`config.mk`:
```
export PLATFORM = sky130hd
export DESIGN_NAME = issue_commit_table_flat
export DESIGN_NICKNAME = d
export VERILOG_FILES = /design/src/rtl/issue_commit_table_if.sv /design/src/rtl/issue_commit_table.sv /design/src/flat_wrapper.sv
export SDC_FILE = /design/constraint.sdc
export NUM_CORES = 1
export LEC_CHECK = 0
export ABC_AREA = 1
export CAP_MARGIN = 20
export CELL_PAD_IN_SITES_DETAIL_PLACEMENT = 1
export CELL_PAD_IN_SITES_GLOBAL_PLACEMENT = 1
export CORE_UTILIZATION = 47
export CTS_BUF_LIST = sky130_fd_sc_hd__clkbuf_16
export CTS_CLUSTER_SIZE = 14
export DETAILED_ROUTE_END_ITERATION = 7
export GPL_TIMING_DRIVEN = 0
export PLACE_DENSITY_LB_ADDON = 0.1
export RECOVER_POWER = 25
export SLEW_MARGIN = 30
export SYNTH_ARGS = -nofsm -noshare
export SYNTH_HDL_FRONTEND = slang
export SYNTH_SLANG_ARGS = --single-unit
```
`constraint.sdc`:
```
create_clock -name clock -period 9.9 [get_ports clock]
set_input_delay 1.98 -clock clock [delete_from_list [all_inputs] [get_ports clock]]
set_output_delay 1.98 -clock clock [all_outputs]
set_load 0.005 [all_outputs]
```
`src/rtl/issue_commit_table_if.sv`:
```
// Issue / commit / retire bundle for the issue_commit_table scoreboard.
// The master drives issue requests and commit reports; the table is the slave.
interface issue_commit_table_if #(
  parameter int NUM_ENTRY   = 8,
  parameter int WIDTH_INDEX = 6,
  parameter int NUM_SRC     = 3,
  parameter int NUM_LANE    = 4
);
  localparam int WN = $clog2(NUM_ENTRY);
  localparam int WI = WIDTH_INDEX + 1;

  logic                  I_Req;
  logic                  I_Dst_V;
  logic [WI-1:0]         I_Dst_Idx;
  logic [NUM_SRC-1:0]    I_Src_V;
  logic [NUM_SRC*WI-1:0] I_Src_Idx;
  logic [NUM_LANE-1:0]   I_En_Lane;
  logic                  O_Ack;
  logic                  O_Stall;
  logic [WN-1:0]         O_Issue_No;

  logic                  I_Commit_Req;
  logic [WN-1:0]         I_Commit_No;
  logic [NUM_LANE-1:0]   I_Commit_Lane;
  logic                  O_Commit_Err;

  logic                  O_Retire;
  logic [WN-1:0]         O_Retire_No;
  logic                  O_Full;
  logic                  O_Empty;
  logic [WN:0]           O_Count;

  modport master (
    output I_Req, I_Dst_V, I_Dst_Idx, I_Src_V, I_Src_Idx, I_En_Lane,
    output I_Commit_Req, I_Commit_No, I_Commit_Lane,
    input  O_Ack, O_Stall, O_Issue_No, O_Commit_Err,
    input  O_Retire, O_Retire_No, O_Full, O_Empty, O_Count
  );

  modport slave (
    input  I_Req, I_Dst_V, I_Dst_Idx, I_Src_V, I_Src_Idx, I_En_Lane,
    input  I_Commit_Req, I_Commit_No, I_Commit_Lane,
    output O_Ack, O_Stall, O_Issue_No, O_Commit_Err,
    output O_Retire, O_Retire_No, O_Full, O_Empty, O_Count
  );
endinterface

```
`src/rtl/issue_commit_table.sv`:
```
// In-order issue/commit scoreboard: a circular table of in-flight instructions
// that blocks issue on RAW/WAW register hazards, collects per-lane commit
// reports and retires entries from the head one per cycle.
module issue_commit_table #(
  parameter int NUM_ENTRY   = 8,
  parameter int WIDTH_INDEX = 6,
  parameter int NUM_SRC     = 3,
  parameter int NUM_LANE    = 4
) (
  input logic                clock,
  input logic                reset,
  issue_commit_table_if.slave bus
);
  localparam int WN = $clog2(NUM_ENTRY);
  localparam int WI = WIDTH_INDEX + 1;
  localparam logic [WN:0] FULL_CNT = (WN+1)'(NUM_ENTRY);

  logic [NUM_ENTRY-1:0] ent_v;
  logic [NUM_ENTRY-1:0] ent_dst_v;
  logic [NUM_ENTRY-1:0] ent_commit;
  logic [WI-1:0]        ent_dst_idx   [NUM_ENTRY];
  logic [NUM_LANE-1:0]  ent_en_lane   [NUM_ENTRY];
  logic [NUM_LANE-1:0]  ent_en_commit [NUM_ENTRY];

  logic [WN-1:0] head;
  logic [WN-1:0] tail;
  logic [WN:0]   count;
  logic          retire_q;
  logic [WN-1:0] retire_no_q;
  logic          commit_err_q;

  logic                raw_hit;
  logic                waw_hit;
  logic                full;
  logic                ack;
  logic                retire;
  logic [NUM_LANE-1:0] commit_upd;

  assign full   = (count == FULL_CNT);
  assign ack    = bus.I_Req & ~raw_hit & ~waw_hit & ~full;
  assign retire = ent_v[head] & ent_commit[head];
  assign commit_upd = ent_en_commit[bus.I_Commit_No]
                    | (bus.I_Commit_Lane & ent_en_lane[bus.I_Commit_No]);

  // Hazard search over entries still waiting on commits, pre-edge state only
  always_comb begin
    raw_hit = 1'b0;
    waw_hit = 1'b0;
    for (int e = 0; e < NUM_ENTRY; e++) begin
      if (ent_v[e] && !ent_commit[e] && ent_dst_v[e]) begin
        if (bus.I_Dst_V && (bus.I_Dst_Idx == ent_dst_idx[e])) waw_hit = 1'b1;
        for (int k = 0; k < NUM_SRC; k++) begin
          if (bus.I_Src_V[k] && (bus.I_Src_Idx[k*WI +: WI] == ent_dst_idx[e]))
            raw_hit = 1'b1;
        end
      end
    end
  end

  // Table state: commit update, in-order retire, tail allocation, occupancy
  always_ff @(posedge clock) begin
    if (reset) begin
      ent_v        <= '0;
      ent_dst_v    <= '0;
      ent_commit   <= '0;
      for (int e = 0; e < NUM_ENTRY; e++) begin
        ent_dst_idx[e]   <= '0;
        ent_en_lane[e]   <= '0;
        ent_en_commit[e] <= '0;
      end
      head         <= '0;
      tail         <= '0;
      count        <= '0;
      retire_q     <= 1'b0;
      retire_no_q  <= '0;
      commit_err_q <= 1'b0;
    end else begin
      commit_err_q <= 1'b0;
      retire_q     <= 1'b0;

      if (bus.I_Commit_Req) begin
        if (ent_v[bus.I_Commit_No]) begin
          ent_en_commit[bus.I_Commit_No] <= commit_upd;
          if (commit_upd == ent_en_lane[bus.I_Commit_No])
            ent_commit[bus.I_Commit_No] <= 1'b1;
        end else begin
          commit_err_q <= 1'b1;
        end
      end

      if (retire) begin
        ent_v[head] <= 1'b0;
        head        <= head + 1'b1;
        retire_q    <= 1'b1;
        retire_no_q <= head;
      end

      // The tail is never valid when ack is possible, so this cannot collide
      // with the commit or retire writes above.
      if (ack) begin
        ent_v[tail]         <= 1'b1;
        ent_dst_v[tail]     <= bus.I_Dst_V;
        ent_dst_idx[tail]   <= bus.I_Dst_Idx;
        ent_en_lane[tail]   <= bus.I_En_Lane;
        ent_en_commit[tail] <= '0;
        ent_commit[tail]    <= (bus.I_En_Lane == '0);
        tail                <= tail + 1'b1;
      end

      if (ack && !retire)      count <= count + 1'b1;
      else if (!ack && retire) count <= count - 1'b1;
    end
  end

  assign bus.O_Ack        = ack;
  assign bus.O_Stall      = bus.I_Req & ~ack;
  assign bus.O_Issue_No   = tail;
  assign bus.O_Commit_Err = commit_err_q;
  assign bus.O_Retire     = retire_q;
  assign bus.O_Retire_No  = retire_no_q;
  assign bus.O_Full       = full;
  assign bus.O_Empty      = (count == '0);
  assign bus.O_Count      = count;
endmodule

```
`src/flat_wrapper.sv`:
```
// flat-port wrapper written by rule: the top's interface ports become plain ports
module issue_commit_table_flat 
#(
  parameter int NUM_ENTRY   = 8,
  parameter int WIDTH_INDEX = 6,
  parameter int NUM_SRC     = 3,
  parameter int NUM_LANE    = 4
)
  (clock, reset, bus_I_Req, bus_I_Dst_V, bus_I_Dst_Idx, bus_I_Src_V, bus_I_Src_Idx, bus_I_En_Lane, bus_I_Commit_Req, bus_I_Commit_No, bus_I_Commit_Lane, bus_O_Ack, bus_O_Stall, bus_O_Issue_No, bus_O_Commit_Err, bus_O_Retire, bus_O_Retire_No, bus_O_Full, bus_O_Empty, bus_O_Count);
  issue_commit_table_if #(.NUM_ENTRY(NUM_ENTRY), .WIDTH_INDEX(WIDTH_INDEX), .NUM_SRC(NUM_SRC), .NUM_LANE(NUM_LANE)) bus_i ();
  input logic clock;
  input logic reset;
  input wire logic [$bits(bus_i.I_Req)-1:0] bus_I_Req;
  input wire logic [$bits(bus_i.I_Dst_V)-1:0] bus_I_Dst_V;
  input wire logic [$bits(bus_i.I_Dst_Idx)-1:0] bus_I_Dst_Idx;
  input wire logic [$bits(bus_i.I_Src_V)-1:0] bus_I_Src_V;
  input wire logic [$bits(bus_i.I_Src_Idx)-1:0] bus_I_Src_Idx;
  input wire logic [$bits(bus_i.I_En_Lane)-1:0] bus_I_En_Lane;
  input wire logic [$bits(bus_i.I_Commit_Req)-1:0] bus_I_Commit_Req;
  input wire logic [$bits(bus_i.I_Commit_No)-1:0] bus_I_Commit_No;
  input wire logic [$bits(bus_i.I_Commit_Lane)-1:0] bus_I_Commit_Lane;
  output wire logic [$bits(bus_i.O_Ack)-1:0] bus_O_Ack;
  output wire logic [$bits(bus_i.O_Stall)-1:0] bus_O_Stall;
  output wire logic [$bits(bus_i.O_Issue_No)-1:0] bus_O_Issue_No;
  output wire logic [$bits(bus_i.O_Commit_Err)-1:0] bus_O_Commit_Err;
  output wire logic [$bits(bus_i.O_Retire)-1:0] bus_O_Retire;
  output wire logic [$bits(bus_i.O_Retire_No)-1:0] bus_O_Retire_No;
  output wire logic [$bits(bus_i.O_Full)-1:0] bus_O_Full;
  output wire logic [$bits(bus_i.O_Empty)-1:0] bus_O_Empty;
  output wire logic [$bits(bus_i.O_Count)-1:0] bus_O_Count;
  assign bus_i.I_Req = bus_I_Req;
  assign bus_i.I_Dst_V = bus_I_Dst_V;
  assign bus_i.I_Dst_Idx = bus_I_Dst_Idx;
  assign bus_i.I_Src_V = bus_I_Src_V;
  assign bus_i.I_Src_Idx = bus_I_Src_Idx;
  assign bus_i.I_En_Lane = bus_I_En_Lane;
  assign bus_i.I_Commit_Req = bus_I_Commit_Req;
  assign bus_i.I_Commit_No = bus_I_Commit_No;
  assign bus_i.I_Commit_Lane = bus_I_Commit_Lane;
  assign bus_O_Ack = bus_i.O_Ack;
  assign bus_O_Stall = bus_i.O_Stall;
  assign bus_O_Issue_No = bus_i.O_Issue_No;
  assign bus_O_Commit_Err = bus_i.O_Commit_Err;
  assign bus_O_Retire = bus_i.O_Retire;
  assign bus_O_Retire_No = bus_i.O_Retire_No;
  assign bus_O_Full = bus_i.O_Full;
  assign bus_O_Empty = bus_i.O_Empty;
  assign bus_O_Count = bus_i.O_Count;
  issue_commit_table #(.NUM_ENTRY(NUM_ENTRY), .WIDTH_INDEX(WIDTH_INDEX), .NUM_SRC(NUM_SRC), .NUM_LANE(NUM_LANE)) u_core (.clock(clock), .reset(reset), .bus(bus_i));
endmodule
```
==> impl_metrics.json, run 1 <==
{
  "drc": 0,
  "drt_iter0_markers": 773,
  "clkTransAtPathRegs_ns": 0.06,
  "cellPowerDensity_nw_per_um2": 148,
  "post-route-period-util_pct": 76.5,
  "cp.arrival_ns": 5.60,
  "cp.required_ns": 7.92,
  "path_max_fanout": 11,
  "slowest_stage": "dlygate4sd3_1",
  "postCtsSetupBuffers": 0,
  "r2r_slack_ns": 5.77,
  "synth_seq_cells": 159,
  "crit_path_cell_trace": "dlygate4sd3_1 > inv_1 > nor2_1 > nor2_1 > nand2_1 > nor2_1 > nand2_1 > nand2_1 > nand2_1 > nand2_2 > nor2_1 > nand3_4 > nor2_1 > buf_4 > clkdlybuf4s50_1",
  "pwr-share-seq_pct": 41.8,
  "syn_nets": 1764,
  "hpwlAfterDp_um": 33700,
  "grt_use_total_pct": 37.8,
  "outcome": "finished, final reports clean",
  "crit_path_end_kind": "output port",
  "p_switching_uw": 574,
  "clock_path_buffers": 2,
  "overflow": 0,
  "max_freq_mhz": 132,
  "syn_inst": 1711,
  "pwr-share-comb_pct": 18.3,
  "antennaDiodeCount": 0,
  "boundaryPins": 63,
  "totalWireLength_um": 45200,
  "p_sw_share_pct": 31.1,
  "min_period_ns": 7.58,
  "cts_hold_buffers": 0,
  "htree_num_levels": 4,
  "hold_class": "reg -> reg",
  "antenna_found_initial": 0,
  "place.gp.congestion": 0.992,
  "drt-pass1-iter-count": 5,
  "cts_buffers": 17,
  "ys_seq_area_share_pct": 36.2,
  "yosys_warnings": 0,
  "cts-root-buf": "clkbuf_16",
  "clkPwrFrac_pct": 39.9,
  "start_util_pct": 47.8,
  "vdd_ir_drop_max_v": 0.000109,
  "cts_sinks": 159,
  "synth_cell_type_count": 33,
  "fin_worst_skew_ns": 0.0125,
  "rsz0062_at_grt": "no",
  "drv_slew": 0,
  "ant_nets": 0,
  "fp.dieH_um": 156,
  "io_buffers": 34,
  "hold_ws_ns": 0.470,
  "maxCapViolCount": 0,
  "dieWidth_um": 156,
  "via_count": 11700,
  "p_leak_nw": 5.80,
  "setup_viol": 0,
  "synth_top_area_cell": "edfxtp_1",
  "row_count": 56,
  "syn_area_um2": 11200,
  "die_area_um2": 24500,
  "path_class": "in -> out",
  "clk_latency_ns": 0.44,
  "cts_resized": 0,
  "path_common_cell": "nor2_1",
  "fin_setup_tns_ns": 0,
  "wl_per_cell_um": 21.6,
  "tightest_slew_ns": 0.866,
  "syn_to_final_growth_pct": 11.3,
  "finalHoldViolCount": 0,
  "critPathMaxStageDelay_ns": 0.78,
  "grt_max_degree": 17,
  "grt_pass1_vias": 11900,
  "synth_top_area_share_pct": 23.6,
  "cp-start-kind": "input pin",
  "drt-vias-per-instance": 5.57,
  "cts_tree": "yes",
  "core_um2": 23500,
  "drive_above_1_share_pct": 7.48,
  "p_int_mw": 1.27,
  "grt_pass1_wl_um": 67900,
  "synth_area_leaders": "edfxtp_1 24%, nand2_1 22%, dfxtp_1 13%",
  "avgSynthCellArea_um2": 6.56,
  "slew_headroom_pct": 41.9,
  "fin_nets": 1818
}
-- kinds of logic (layout without fill, tap and decap cells) --
family / after synthesis / in the layout / share of synthesized area [%]
compound gates: 161 / 161 / 7.44
fa+ha+maj: 6 / 6 / 0.736
buf+inv: 291 / 358 / 11.5
xor+xnor: 75 / 75 / 5.86
simple gates: 1019 / 1019 / 38.3
flops: 159 / 159 / 36.2
-- per-layer routing --
| layer | up-vias | part of all wire, % | GRT usage (%) |
|---|---|---|---|
| li1 | 5460 | - | - |
| met1 | 5601 | 40 | 44.0 |
| met2 | 445 | 48 | 66.6 |
| met3 | 164 | 5.6 | 4.21 |
| met4 | 0 | 6.4 | 23.2 |
| met5 | - | 0 | 0 |
-- layout by cell type (no fill, tap or decap), types with 11 or more instances in the layout --
cell / instances
edfxtp_1: 88
clkbuf_16: 17
buf_2: 23
dfxtp_1: 71
buf_4: 11
buf_6: 15
inv_1: 204
nor3_1: 14
nand4_1: 47
nand2_1: 645
a21oi_1: 47
dlygate4sd3_1: 17
nor2_1: 193
xor2_1: 27
clkdlybuf4s50_1: 17
o21ai_0: 100
xnor2_1: 48
nand3_1: 85
nor2_2: 30
clkbuf_1: 15
-- cell type report --
type                            count  area (um2)
Fill cell                        3199       11000
Clock inverter                     15         225
Clock buffer                       17         425
Multi-Input combinational cell   1261        5750
Timing Repair Buffer               35         345
Tap cell                          319         399
Sequential cell                   159        4060
Inverter                          217         815
Buffer                             74         469
-- power by group through the flow --
stage	registers, mW	logic [mW]	clock network [mW]
after floorplan	0.769	0.222	0
after global placement	0.783	0.331	0
after detailed placement	0.784	0.342	0
after CTS	0.770	0.345	0.734
after global routing	0.775	0.367	0.760
final	0.771	0.339	0.737
-- cell usage after synthesis (all sizes together) --
cell      n
a211oi    1
a21oi    47
and3      1
buf      53
clkbuf   21
clkinv    3
dfxtp    71
edfxtp   88
fa        1
ha        5
inv     214
nand2   647
nand3    86
nand4    47
nor2    223
nor3     14
nor4      1
o211ai   10
o21ai   102
o22ai     1
xnor2    48
xor2     27
-- path summary, 6_finish.rpt --
| path | from | end | cells past startpoint |
|---|---|---|---|
| setup / recovery | bus_I_Src_Idx[12] | bus_O_Ack | 15 |
| hold / removal | u_core.bus.O_Retire_No[0] | u_core.bus.O_Retire_No[0] | 2 |
| setup reg to reg | u_core.ent_dst_idx[4][5] | u_core.bus.O_Count[3] | 22 |
| hold reg to reg | u_core.bus.O_Retire_No[0] | u_core.bus.O_Retire_No[0] | 2 |
-- per-stage QoR --
stage          power (mW)  setup slack [ns]  cell area, um2  utilization (%)  instances
2_1_floorplan       0.991              4.50           11200                -       1711
3_3_place_gp         1.11              2.99           12000             50.9       2064
3_5_place_dp         1.13              2.97           12000             51.0       2065
4_1_cts              1.85              2.96           12600             53.8       2097
5_1_grt              1.90              2.17           12500             53.2       2097
6_report             1.85              2.32           12500             53.2       2097
-- worst max-delay path: cells and delay by family --
kind          cells  cell delay [ns]
buf+inv           4             1.96
simple gates     11             1.64
-- registers in the layout (all words and copies together), names as in the netlist, 3 cells and up --
register                count
u_core.bus.O_Count          4
u_core.ent_en_commit       32
u_core.ent_dst_v            8
u_core.head                 3
u_core.ent_commit           8
u_core.ent_en_lane         32
u_core.bus.O_Retire_No      3
u_core.ent_v                8
u_core.ent_dst_idx         56
u_core.bus.O_Issue_No       3
(Power assumes the default switching activity.)
==> run 2, diff against run 1 <==
--- a/config.mk
+++ b/config.mk
@@ -9,7 +9,7 @@
 export CAP_MARGIN = 20
 export CELL_PAD_IN_SITES_DETAIL_PLACEMENT = 1
 export CELL_PAD_IN_SITES_GLOBAL_PLACEMENT = 1
-export CORE_UTILIZATION = 47
+export CORE_UTILIZATION = 40
 export CTS_BUF_LIST = sky130_fd_sc_hd__clkbuf_16
 export CTS_CLUSTER_SIZE = 14
 export DETAILED_ROUTE_END_ITERATION = 7
==> constraint.sdc (replaced) <==
create_clock -name clock -period 6.9 [get_ports clock]
set_input_delay 1.38 -clock clock [delete_from_list [all_inputs] [get_ports clock]]
set_output_delay 1.38 -clock clock [all_outputs]
set_load 0.005 [all_outputs]
==> impl_metrics.json, run 2 (same netlist as run 1, synthesis figures left out) <==
{
  "grt_max_degree": 17,
  "drive_above_1_share_pct": 7.54,
  "maxCapViolCount": 0,
  "fin_worst_skew_ns": 0.0131,
  "drv_slew": 0,
  "p_leak_nw": 5.76,
  "p_int_mw": 1.71,
  "cts_resized": 0,
  "cp.arrival_ns": 4.70,
  "cts_sinks": 159,
  "grt_pass1_wl_um": 68700,
  "cts-root-buf": "clkbuf_16",
  "crit_path_end_kind": "output port",
  "fin_nets": 1818,
  "post-route-period-util_pct": 88.2,
  "via_count": 11500,
  "overflow": 0,
  "max_freq_mhz": 164,
  "grt_use_total_pct": 32.4,
  "row_count": 60,
  "largest_reg_flops": 56,
  "htree_num_levels": 4,
  "cp-start-kind": "input pin",
  "clkTransAtPathRegs_ns": 0.07,
  "final_common_cell": "nand2_1",
  "vdd_ir_drop_max_v": 0.000153,
  "boundaryPins": 63,
  "regMostFlops": "u_core.ent_dst_idx",
  "grt_pass1_vias": 11600,
  "hpwlAfterDp_um": 34200,
  "multi_input_area_um2": 5760,
  "wl_per_cell_um": 21.1,
  "clock_path_buffers": 2,
  "fin_setup_tns_ns": 0,
  "fin_util_pct": 45.8,
  "core_um2": 27300,
  "ant_nets": 0,
  "start_util_pct": 41.2,
  "path_class": "in -> out",
  "finalHoldViolCount": 0,
  "cts_buffers": 17,
  "num-fill-cells": 3633,
  "antennaDiodeCount": 0,
  "cts_tree": "yes",
  "regArea_um2": 4060,
  "io_buffers": 34,
  "path_max_fanout": 11,
  "postCtsSetupBuffers": 0,
  "drc": 0,
  "pwr-share-comb_pct": 19.1,
  "clk_latency_ns": 0.45,
  "dieWidth_um": 169,
  "antenna_found_initial": 0,
  "cts_hold_buffers": 0,
  "hold_class": "reg -> reg",
  "rsz0062_at_grt": "no",
  "clkPwrFrac_pct": 37.1,
  "syn_to_final_growth_pct": 11.4,
  "drt-vias-per-instance": 5.33,
  "p_sw_share_pct": 32.4,
  "die_area_um2": 28700,
  "totalWireLength_um": 45300,
  "min_period_ns": 6.08,
  "pwr-share-seq_pct": 43.7,
  "outcome": "finished, final reports clean",
  "drt_iter0_markers": 740,
  "setup_viol": 0,
  "cp.required_ns": 5.52,
  "tightest_slew_ns": 0.876,
  "slew_headroom_pct": 41.2,
  "cellPowerDensity_nw_per_um2": 203,
  "place.gp.congestion": 0.977,
  "fp.dieH_um": 169,
  "final_cell_mix": "645 x nand2_1, 204 x inv_1, 192 x nor2_1, 100 x o21ai_0, 88 x edfxtp_1",
  "top_regs": "u_core.ent_dst_idx x56, u_core.ent_en_commit x32, u_core.ent_en_lane x32",
  "p_switching_uw": 821,
  "drt-pass1-iter-count": 5
}
run 2: path summary, 6_finish.rpt:
kind                                     to  slack, ns                 startpoint  cells past startpoint
setup / recovery                  bus_O_Ack       0.82          bus_I_Src_Idx[12]                     15
hold / removal    u_core.bus.O_Retire_No[0]       0.47  u_core.bus.O_Retire_No[0]                      2
setup reg to reg      u_core.bus.O_Count[3]       2.97   u_core.ent_dst_idx[2][5]                     22
hold reg to reg   u_core.bus.O_Retire_No[0]       0.47  u_core.bus.O_Retire_No[0]                      2
run 2: power groups by stage:
stage / registers (mW) / clock network, mW / logic [mW]
floorplan: 1.10 / 0 / 0.319
global placement: 1.13 / 0 / 0.483
detailed placement: 1.13 / 0 / 0.494
CTS: 1.11 / 0.947 / 0.497
global route: 1.11 / 0.980 / 0.533
finish: 1.11 / 0.942 / 0.485
run 2: layout make-up:
| cell class | instances | area share, % |
|---|---|---|
| well taps | 372 | 3.73 |
| repair buffers | 35 | 2.76 |
| clock inverters | 15 | 1.18 |
| flip-flops and latches | 159 | 32.5 |
| plain buffers | 74 | 3.76 |
| multi-input cells | 1261 | 46.1 |
| inverters | 217 | 6.52 |
| clock buffers | 17 | 3.41 |
run 2: worst max-delay path: stages:
cell             delay (ns)
dlygate4sd3_1          0.82
inv_1                  0.37
nand2_1                0.15
nand2_1                0.06
nand2_1                0.07
nor2_1                 0.05
nand2_1                0.05
nand2_1                0.09
nand2_1                0.13
nand2_2                0.06
nor2_1                 0.35
nand3_4                0.18
nor2_8                 0.18
buf_4                  0.22
clkdlybuf4s50_1        0.54
run 2: per-stage QoR:
| stage | hold slack (ns) | area [um2] | power (mW) | setup slack (ns) | cells |
|---|---|---|---|---|---|
| 2_1_floorplan | 0.446 | 11200 | 1.42 | 2.70 | 1711 |
| 3_3_place_gp | 0.456 | 12000 | 1.61 | 1.11 | 2117 |
| 3_5_place_dp | 0.463 | 12000 | 1.62 | 1.11 | 2118 |
| 4_1_cts | 0.475 | 12600 | 2.55 | 1.10 | 2150 |
| 5_1_grt | 0.499 | 12500 | 2.63 | 0.604 | 2150 |
| 6_report | 0.470 | 12500 | 2.54 | 0.815 | 2150 |
run 2: layer usage:
layer,vias up,track usage (%),routed length [um]
met5,-,0,0
met4,0,16.5,2230
met3,128,3.22,1920
met2,300,58.1,22600
met1,5575,38.2,18500
li1,5461,-,-
==> run 3, diff against run 2 <==
--- a/config.mk
+++ b/config.mk
@@ -5,11 +5,11 @@
 export SDC_FILE = /design/constraint.sdc
 export NUM_CORES = 1
 export LEC_CHECK = 0
-export ABC_AREA = 1
+export ABC_AREA = 0
 export CAP_MARGIN = 20
 export CELL_PAD_IN_SITES_DETAIL_PLACEMENT = 1
 export CELL_PAD_IN_SITES_GLOBAL_PLACEMENT = 1
-export CORE_UTILIZATION = 40
+export CORE_UTILIZATION = 43
 export CTS_BUF_LIST = sky130_fd_sc_hd__clkbuf_16
 export CTS_CLUSTER_SIZE = 14
 export DETAILED_ROUTE_END_ITERATION = 7
==> impl_metrics.json, run 3 <==
{
  "outcome": "finished, final reports clean",
  "r2r-start": "u_core.ent_dst_idx[2][1]",
  "grt_use_total_pct": 31.7,
  "worst_r2r_path_depth": 17,
  "post-route-period-util_pct": 86.4,
  "setup_viol": 0,
  "cts_hold_buffers": 0,
  "dieWidth_um": 158,
  "boundaryPins": 63,
  "vdd_ir_drop_max_v": 0.000158,
  "yosysMostFrequentCell": "xnor2_1",
  "core_um2": 23700,
  "fin_nets": 1145,
  "tightest_slew_ns": 1.02,
  "cp.required_ns": 5.52,
  "cts_tree": "yes",
  "cts_sinks": 159,
  "syn_nets": 1096,
  "top_regs": "u_core.ent_dst_idx x56, u_core.ent_en_commit x32, u_core.ent_en_lane x32",
  "syn_to_final_growth_pct": 11.9,
  "crit_path_end_kind": "output port",
  "postCtsSetupBuffers": 0,
  "final_common_cell": "xnor2_1",
  "die_area_um2": 25100,
  "min_from": "u_core.bus.O_Retire_No[0]",
  "clock_path_buffers": 2,
  "htree_num_levels": 4,
  "clk_latency_ns": 0.43,
  "drt-vias-per-instance": 6.20,
  "r2r_slack_ns": 2.62,
  "row_count": 56,
  "path_max_fanout": 11,
  "largest_reg_flops": 56,
  "wl_per_cell_um": 27.2,
  "synth_top_area_cell": "edfxtp_1",
  "io_buffers": 30,
  "drive_above_1_share_pct": 9.77,
  "drc": 0,
  "synth_top_area_share_pct": 25.2,
  "max_freq_mhz": 168,
  "path_class": "in -> out",
  "cellPowerDensity_nw_per_um2": 227,
  "async_flop_share_pct": 0,
  "ys_seq_area_share_pct": 38.7,
  "cts_resized": 0,
  "grt_pass1_wl_um": 56900,
  "finalHoldViolCount": 0,
  "place.gp.congestion": 0.921,
  "cp.arrival_ns": 4.58,
  "synth_cell_type_count": 58,
  "clkTransAtPathRegs_ns": 0.06,
  "ant_nets": 0,
  "via_count": 8833,
  "cts_buffers": 17,
  "cts-root-buf": "clkbuf_16",
  "cp-start-kind": "input pin",
  "grt_pass1_vias": 8764,
  "place_area_um2": 11200,
  "regMostFlops": "u_core.ent_dst_idx",
  "antenna_found_initial": 1,
  "drv_slew": 0,
  "antennaDiodeCount": 0,
  "synth_area_leaders": "edfxtp_1 25%, dfxtp_1 14%, xnor2_1 11%",
  "final_cell_mix": "137 x xnor2_1, 91 x xor2_1, 88 x edfxtp_1, 79 x and4_1, 71 x dfxtp_1",
  "ys_top_cells_by_count": "137 x xnor2_1, 91 x xor2_1, 88 x edfxtp_1, 79 x and4_1, 71 x dfxtp_1",
  "fp.dieH_um": 158,
  "fin_worst_skew_ns": 0.0162,
  "r2r-end": "u_core.bus.O_Count[3]",
  "syn_inst": 1043,
  "start_util_pct": 44.3,
  "whs_endpoint": "u_core.bus.O_Retire_No[0]",
  "drt_iter0_markers": 732,
  "synth_seq_cells": 159,
  "synth_edf_count": 88,
  "hold_depth": 2,
  "slew_headroom_pct": 31.5,
  "syn_area_um2": 10500,
  "fin_setup_tns_ns": 0,
  "drt-pass1-iter-count": 6,
  "design_area_um2": 11700,
  "overflow": 0,
  "rsz0062_at_grt": "no",
  "hpwlAfterDp_um": 27900,
  "maxCapViolCount": 0,
  "min_period_ns": 5.96,
  "synth_top_flop_cell": "edfxtp_1",
  "totalWireLength_um": 38700,
  "avgSynthCellArea_um2": 10.1,
  "yosys_warnings": 0,
  "p_leak_nw": 4.40,
  "hold_class": "reg -> reg",
  "grt_max_degree": 17
}
## run 3: worst max-delay path by stage
| stage | to | cells past startpoint | slack [ns] | startpoint |
|---|---|---|---|---|
| after global placement | bus_O_Ack | 9 | 1.07 | bus_I_Src_V[2] |
| after detailed placement | bus_O_Ack | 9 | 1.05 | bus_I_Src_V[2] |
| after CTS | bus_O_Ack | 9 | 1.03 | bus_I_Src_V[2] |
| after floorplan | u_core.bus.O_Count[3] | 18 | 2.23 | bus_I_Src_Idx[0] |
| final | bus_O_Ack | 9 | 0.94 | bus_I_Src_V[2] |
| after global routing | bus_O_Ack | 10 | 0.84 | bus_I_Src_V[2] |
## run 3: cells by family (layout without fill, tap and decap cells)
group                    count (synthesis)  in the layout  synth area share (%)
AND/OR/NAND/NOR                        314            314                  18.5
XOR/XNOR                               228            228                  19.0
flip-flops                             159            159                  38.7
buffers and inverters                  135            197                  6.47
AO/OA/AOI/OAI                          131            131                  9.04
multiplexers                            70             70                  7.45
adder cells (fa/ha/maj)                  6              6                 0.786
## run 3: cell type report
type                    instances  area, um2
flip-flops and latches        159       4060
clock buffers                  17        425
fillers                      2736      11900
clock inverters                15        143
multi-input cells             749       5770
well taps                     319        399
plain buffers                 118        586
repair buffers                 30        300
inverters                      17       63.8
## run 3: where the power goes
group          internal, mW  switching, mW  leakage [nW]
Combinational         0.223          0.370          2.61
Sequential             1.05         0.0581          1.49
Clock                 0.534          0.424         0.297
Total                  1.81          0.852          4.40
## run 3: per-layer routing
metal,global-route usage (%),vias up,routed length [um]
met2,49.5,369,17500
met5,0,-,0
li1,-,3898,-
met4,8.70,0,761
met1,45.1,4516,17800
met3,5.09,50,2650
## run 3: metrics by stage
stage | std cells | worst slack (ns) | util, % | hold slack, ns | total power, mW
finish | 1424 | 0.935 | 49.6 | 0.461 | 2.66
CTS | 1424 | 1.03 | 49.7 | 0.470 | 2.67
global placement | 1392 | 1.07 | 47.3 | 0.447 | 1.71
detailed placement | 1392 | 1.05 | 47.3 | 0.455 | 1.72
floorplan | 1043 | 2.23 | - | 0.439 | 1.50
global route | 1424 | 0.840 | 49.6 | 0.491 | 2.74
## run 3: worst max-delay path, cell delays in order
cell and delay (ns):
dlygate4sd3_1 0.70, nand4_1 0.17, a31oi_1 0.09, or4b_4 0.51, nor4_4 0.52, and2_0 0.24
buf_6 0.20, buf_4 0.23, clkdlybuf4s50_1 0.52
